**src/rtl/v2f_divmod_seq.sv**
```systemverilog
// v2f_divmod_seq: multi-cycle restoring divider producing quotient and
// remainder together, one quotient bit per clock.
//
// Ports:
//   clk, rst            clock; asynchronous active-high reset
//   in_valid, in_ready  operand handshake (A dividend, B divisor)
//   out_valid, out_ready result handshake (Q quotient, R remainder)
//   dbz                 divisor was zero (only with V2F_DIVMOD_DBZ_EN)
//
// The operation is signed only when A_SIGNED and B_SIGNED are both set.
// The optional dbz port is compiled in by defining V2F_DIVMOD_DBZ_EN.
// Latency from accept to out_valid is WIDTH+1 clocks.
module v2f_divmod_seq #(
    parameter int unsigned WIDTH    = 32,
    parameter int unsigned A_SIGNED = 0,
    parameter int unsigned B_SIGNED = 0
) (
    input  logic             clk,
    input  logic             rst,
    input  logic             in_valid,
    output logic             in_ready,
    input  logic [WIDTH-1:0] A,
    input  logic [WIDTH-1:0] B,
    output logic             out_valid,
    input  logic             out_ready,
    output logic [WIDTH-1:0] Q,
    output logic [WIDTH-1:0] R
`ifdef V2F_DIVMOD_DBZ_EN
    ,
    output logic             dbz
`endif
);

    localparam int unsigned CW        = $clog2(WIDTH);
    localparam bit          SIGNED_OP = (A_SIGNED != 0) && (B_SIGNED != 0);

    typedef enum logic [1:0] {IDLE, RUN, FIX, DONE} state_t;

    state_t state, state_next;

    logic [WIDTH-1:0] quo;      // dividend bits shift out, quotient bits shift in
    logic [WIDTH-1:0] rem;      // partial remainder, always < divisor
    logic [WIDTH-1:0] b_mag;
    logic [WIDTH-1:0] a_orig;   // raw dividend, returned as R on divide by zero
    logic [CW-1:0]    cnt;
    logic             q_neg;
    logic             r_neg;
    logic             b_zero;

    logic             a_sign;
    logic             b_sign;
    logic [WIDTH-1:0] a_abs;
    logic [WIDTH-1:0] b_abs;
    logic [WIDTH:0]   rem_shift;
    logic [WIDTH:0]   b_ext;
    logic             step_ge;
    logic [WIDTH-1:0] rem_step;
    logic [WIDTH-1:0] q_fix;
    logic [WIDTH-1:0] r_fix;
    logic             in_ready_d;
    logic             out_valid_d;

    // Operand magnitudes; negation wraps so the most negative value maps to itself
    assign a_sign = SIGNED_OP && A[WIDTH-1];
    assign b_sign = SIGNED_OP && B[WIDTH-1];
    assign a_abs  = a_sign ? WIDTH'(~A + 1'b1) : A;
    assign b_abs  = b_sign ? WIDTH'(~B + 1'b1) : B;

    // One restoring step on a WIDTH+1 bit remainder; the result always fits in WIDTH bits
    assign rem_shift = {rem, quo[WIDTH-1]};
    assign b_ext     = {1'b0, b_mag};
    assign step_ge   = (rem_shift >= b_ext);
    assign rem_step  = step_ge ? WIDTH'(rem_shift - b_ext) : rem_shift[WIDTH-1:0];

    // Sign fix-up; a zero divisor overrides with all-ones quotient and raw dividend
    assign q_fix = b_zero ? '1     : (q_neg ? WIDTH'(~quo + 1'b1) : quo);
    assign r_fix = b_zero ? a_orig : (r_neg ? WIDTH'(~rem + 1'b1) : rem);

    // State register
    always_ff @(posedge clk or posedge rst) begin
        if (rst) state <= IDLE;
        else     state <= state_next;
    end

    // Next-state logic
    always_comb begin
        state_next = state;
        case (state)
            IDLE: if (in_valid)      state_next = RUN;
            RUN:  if (cnt == '0)     state_next = FIX;
            FIX:                     state_next = DONE;
            DONE: if (out_ready)     state_next = IDLE;
            default:                 state_next = IDLE;
        endcase
    end

    // Handshake outputs decoded from the next state so they register in step with it
    always_comb begin
        in_ready_d  = 1'b0;
        out_valid_d = 1'b0;
        case (state_next)
            IDLE:    in_ready_d  = 1'b1;
            DONE:    out_valid_d = 1'b1;
            default: ;
        endcase
    end

    // Handshake output registers
    always_ff @(posedge clk or posedge rst) begin
        if (rst) begin
            in_ready  <= 1'b1;
            out_valid <= 1'b0;
        end else begin
            in_ready  <= in_ready_d;
            out_valid <= out_valid_d;
        end
    end

    // Datapath: latch on accept, iterate in RUN, register results in FIX
    always_ff @(posedge clk or posedge rst) begin
        if (rst) begin
            quo    <= '0;
            rem    <= '0;
            b_mag  <= '0;
            a_orig <= '0;
            cnt    <= '0;
            q_neg  <= 1'b0;
            r_neg  <= 1'b0;
            b_zero <= 1'b0;
            Q      <= '0;
            R      <= '0;
`ifdef V2F_DIVMOD_DBZ_EN
            dbz    <= 1'b0;
`endif
        end else begin
            case (state)
                IDLE: begin
                    if (in_valid) begin
                        quo    <= a_abs;
                        b_mag  <= b_abs;
                        a_orig <= A;
                        q_neg  <= a_sign ^ b_sign;
                        r_neg  <= a_sign;
                        b_zero <= (B == '0);
                        rem    <= '0;
                        cnt    <= CW'(WIDTH - 1);
                    end
                end
                RUN: begin
                    quo <= {quo[WIDTH-2:0], step_ge};
                    rem <= rem_step;
                    cnt <= cnt - CW'(1);
                end
                FIX: begin
                    Q   <= q_fix;
                    R   <= r_fix;
`ifdef V2F_DIVMOD_DBZ_EN
                    dbz <= b_zero;
`endif
                end
                default: ;
            endcase
        end
    end

endmodule

```
**config.mk**
```make
export PLATFORM = sky130hd
export DESIGN_NAME = v2f_divmod_seq
export DESIGN_NICKNAME = d
export VERILOG_FILES = /design/src/rtl/v2f_divmod_seq.sv
export SDC_FILE = /design/constraint.sdc
export NUM_CORES = 1
export LEC_CHECK = 0
export ABC_AREA = 1
export CAP_MARGIN = 0
export CORE_MARGIN = 2
export CORE_UTILIZATION = 47
export CTS_CLUSTER_DIAMETER = 80
export CTS_CLUSTER_SIZE = 25
export DETAILED_ROUTE_END_ITERATION = 6
export HOLD_SLACK_MARGIN = 0.03
export PLACE_DENSITY = 0.8
export SYNTH_ARGS = -nofsm -noshare
export SYNTH_HDL_FRONTEND = slang
export SYNTH_SLANG_ARGS = --single-unit
```
**constraint.sdc**
```tcl
create_clock -name clk -period 7.1 [get_ports clk]
set_input_delay 0.71 -clock clk [delete_from_list [all_inputs] [get_ports clk]]
set_output_delay 0.71 -clock clk [all_outputs]
set_load 0.005 [all_outputs]
```
== After elaboration in Yosys (flattened, before gate mapping) ==
Cells that the tools add are included.
Word-level totals
  input bits: 68
  output and inout bits: 66
  flip-flop bits (word level): 202
  logic and storage cells: 41
Operators by class
  equal/unequal tests: 5
  order comparisons: 1
  muxes and demuxes: 15
  reductions and logical operators: 7
  $add $sub $neg: 2
Operator list (number)
  32-bit two-way mux: 5
  32-bit case mux with 2 select lines: 2
  33-bit by 32-bit >= comparator with 1-bit output: 1
  32-bit zero test: 1
  32-bit subtractor: 1
  5-bit case mux with 2 select lines: 1
  2-bit case mux with 4 select lines: 1
  2-bit == test, second input constant: 3
  2-bit two-way mux: 3
  5-bit zero test: 1
  5-bit two-way mux: 1
  5-bit by 1-bit subtractor with 5-bit output, second input constant: 1
  2-bit zero test: 2
  2-bit AND reduction: 2
  2-bit by 1-bit == test with 1-bit output, second input constant: 1
  1-bit two-way mux: 2
  2-bit != test, second input constant: 1
  2-bit nonzero test: 1

== Longest topological paths before layout ==
  depth after elaboration: 5
  mapped depth: 17

== Least setup slack after synthesis ==
Ideal clock, no wire load.
  kind: reg2reg
  from: register rem[22]
  to: register rem[11]
  slack: 5.205 ns
  arrival time: 1.778 ns
  data required time: 6.983 ns
  stages on the path, launching flop included: 13
  cell sequence: dfrtp_1 ha_1 nand2_1 inv_1 nand2_1 nand2_1 a21oi_2 nor2_1 nor2_4 buf_2 nand3_1 nand3_1 nand2_1
On the way
  longest elaborated chain between the ends: 3
Ends and longest elaborated chain
  start, declared: RTL line 42  | logic [WIDTH-1:0] rem;
  start signal, assigned: RTL line 151  | rem <= rem_step;
  33-bit by 32-bit >= comparator with 1-bit output: RTL line 72  | assign step_ge = (rem_shift >= b_ext);
  32-bit two-way mux: RTL line 73  | assign rem_step = step_ge ? WIDTH'(rem_shift - b_ext) : rem_shift[WIDTH-1:0];
  32-bit case mux with 2 select lines: RTL line 136  | case (state)
No other way between the ends.
A chain may end at the register's enable or synchronous reset.

== Worst setup path in the final report ==
  from: register rem[27]
  to: register rem[16]
Same word-level chain as after synthesis.

==> impl_metrics.yaml <==
synth:
  synth_xor_area_share_pct: 1.09
  synth_area_um2: 11300
  synth_nets: 1658
  synthCells: 1556
  ys_ff_latch: 202
  yosysWarnings: 0
  synth_compound_area_share_pct: 10.5
  synthMuxAreaShare_pct: 0
  synth_top_family_by_area: "simple AND/OR/NAND/NOR gates"
  synthDistinctLibCells: 37
  synth_fa_ha_area_share_pct: 3.85
  yosysSeqAreaShare_pct: 44.9
  syn_avg_cell_area_um2: 7.23
  synth-simple-area-share_pct: 29.2
worst_setup_path:
  crit_family: "simple AND/OR/NAND/NOR gates"
  slowest_stage: "nor2_4"
  critPathKind: "reg2reg"
  rrSetupSlack_ns: 4.02
  endpoint_kind: "flop"
  crit_path_start: "rem[27]"
  crit_top_cell: "nand2_1"
  max_stage_delay_ns: 0.70
  cp.required_ns: 7.46
  r2r-end: "rem[16]"
  cp_cell_sequence: "ha_1 > a21oi_1 > nand2_1 > a21oi_1 > nand2_1 > nor2_4 > nand2_4 > nand2_1 > nand3_1 > o21ai_0"
  cp-start-kind: "flop"
  reg2reg_from: "rem[27]"
  path_buf_inv: 0
  cp.arrival_ns: 3.44
  worstRegToRegCells: 10
  critPathMaxFanout: 33
  cp.depth: 10
cts:
  cts_tree: "built"
  clk_pin_slew_ns: 0.10
  clockRootBuffer: "clkbuf_16"
  cts_resized: 0
  cts_buffers: 14
  cts_max_level: 1
  cts.path.max_buffers: 3
  clk_latency_ns: 0.48
  holdBufCountCts: 0
  cts_setup_buffers: 0
  clock-sinks: 202
power:
  netSwitchingPower_uw: 3430
  ir_drop_mv: 0.312
  p_leak_uw: 0.00678
  comb_power_share_pct: 59.1
  internal_power_uw: 3890
  power_density_nw_per_um2: 553
  clkPwrFrac_pct: 12.0
  netSwitchingFraction_pct: 46.9
  seqPwrFrac_pct: 28.9
hold_path:
  min_from: "a_orig[15]"
  hold_path_depth: 2
  hold-path-endpoint: "a_orig[15]"
  hold_path.class: "reg2reg"
place:
  portBuffers: 133
  hpwl_um: 22600
  place.gp.congestion: 0.946
  place_area_um2: 12800
timing:
  relSlewSlack_pct: 21.2
  finalCritPeriodShare_pct: 43.4
  setup_tns_ns: 0
  fin_skew_ns: 0.0173
  finalSetupViolations: 0
  slew_violations: 0
  clock.fmax_mhz: 325
  hold_violations: 0
  fin_crit_ns: 3.08
  worst_pin_slew_ns: 1.18
  rsz0062_at_grt: "false"
route:
  antenna_left: 0
  wl_per_cell_um: 15.6
  vias: 10200
  drcViolationCount: 5
  drtIter0Drc: 744
  routed_via_density: 5.19
  first_pass_iters: 7
  wirelength_um: 30800
floorplanning:
  fp.dieArea_um2: 25200
  ios: 134
  dieWidth_um: 159
  dieHeight_um: 159
  core_area_um2: 23500
  start_util_pct: 48.0
  num_rows: 56
cells_and_area:
  nNetsFinal: 1749
  final_cell_mix: "nand2_1 (522), inv_1 (224), dfrtp_1 (201)"
  final_common_cell: "nand2_1"
  drive_gt1_share_pct: 3.32
  final_area_um2: 13300
  syn2layout_area_growth_pct: 17.7
  diodes: 0
  fill_cells: 2211
global_route:
  antenna_found_initial: 0
  grt_start_max_net_pins: 129
  overflow: 0
  gr-usage-all-layers_pct: 24.4
  grt_pass1_wl_um: 50600
  grt_pass1_vias: 9914
run_status:
  violations: "DRC"
  status: "complete, but fails checks"
job:
  cap_viol_max_count: 0
how the worst max path moves through the flow:
stage	endpoint	slack [ns]
after CTS	rem[16]	4.06
after detailed placement	cnt[4]	4.02
final	rem[16]	4.02
after global placement	cnt[4]	4.15
after global routing	rem[16]	3.78
after floorplan	Q[0]	0.88
synth_stat cells:
library cell	number	area, µm²
a21oi_1	35	175
a21oi_2	1	8.76
a22oi_1	12	90.1
a31oi_1	49	307
and2_1	5	31.3
buf_1	9	33.8
buf_2	7	35.0
buf_4	1	7.51
buf_6	7	78.8
clkbuf_1	43	161
clkinv_1	2	7.51
dfrtp_1	201	5030
dfstp_2	1	26.3
fa_1	1	20.0
ha_1	33	413
inv_1	226	848
nand2_1	522	1960
nand2_2	3	18.8
nand2_4	3	33.8
nand3_1	89	445
nand3_2	1	10.0
nand3b_1	11	82.6
nand4_1	14	87.6
nor2_1	129	484
nor2_2	8	50.1
nor2_4	2	22.5
nor3_1	3	15.0
nor4_1	6	37.5
o211ai_1	2	15.0
o21ai_0	98	490
o21ai_1	11	55.1
o21bai_1	3	22.5
o221ai_1	2	17.5
o22ai_1	1	6.26
or2_2	1	6.26
xnor2_1	13	114
xor2_1	1	8.76
power by group through the flow:
stage	clock (µW)	combinational (µW)	sequential (µW)
2_1_floorplan	0	3040	2050
3_3_place_gp	0	4240	2110
3_5_place_dp	0	4300	2130
4_1_cts	891	4320	2110
5_1_grt	940	4910	2180
6_report	876	4330	2120
cell families (layout without fill, tap and decap cells):
kind of cell | count (synthesis) | after routing
xor gates and xnor gates | 14 | 14
and+or+nand+nor | 797 | 797
buffers and inverters | 295 | 394
adders and majority gates | 34 | 34
DFF | 202 | 202
AOI/OAI and AO/OA | 214 | 214
sequential cells by signal (all words and copies together), names as in the netlist:
signal     flops
quo           32
rem           32
Q             32
a_orig        32
state          2
in_ready       1
R             32
b_zero         1
cnt            5
b_mag         32
out_valid      1
metrics by stage:
| step | worst slack (ns) | power [µW] | utilization [%] | cells | hold slack, ns |
|---|---|---|---|---|---|
| after global routing | 3.78 | 8030 | 56.4 | 1974 | 0.514 |
| after detailed placement | 4.02 | 6430 | 54.4 | 1950 | 0.466 |
| after floorplan | 0.881 | 5090 | - | 1556 | 0.449 |
| final | 4.02 | 7320 | 56.4 | 1974 | 0.490 |
| after CTS | 4.06 | 7320 | 56.4 | 1974 | 0.493 |
| after global placement | 4.15 | 6360 | 54.4 | 1950 | 0.464 |
area by class of cell:
cell class	instances	area (µm²)	share of cell area, %
Sequential cell	202	5060	38.2
Timing Repair Buffer	142	1400	10.6
Clock buffer	19	400	3.02
Inverter	228	863	6.52
Clock inverter	5	80.1	0.604
Tap cell	319	399	3.01
Multi-Input combinational cell	1059	5050	38.1
metal layers:
layer  part of all wire [%]  vias up  GRT usage, %
li1                       -     5070             -
met1                     45     4828          34.2
met2                     47      298          40.2
met3                    5.3       52          2.90
met4                    2.5        0          6.67
met5                      0        -             0
worst reg2reg max path: stages, from the launching register on:
cell and delay (ns):
dfrtp_1 0.42, ha_1 0.36, a21oi_1 0.25, nand2_1 0.08, a21oi_1 0.19, nand2_1 0.12, nor2_4 0.70, nand2_4 0.46
nand2_1 0.16, nand3_1 0.08, o21ai_0 0.14
Power figures use the tool's default switching activity.
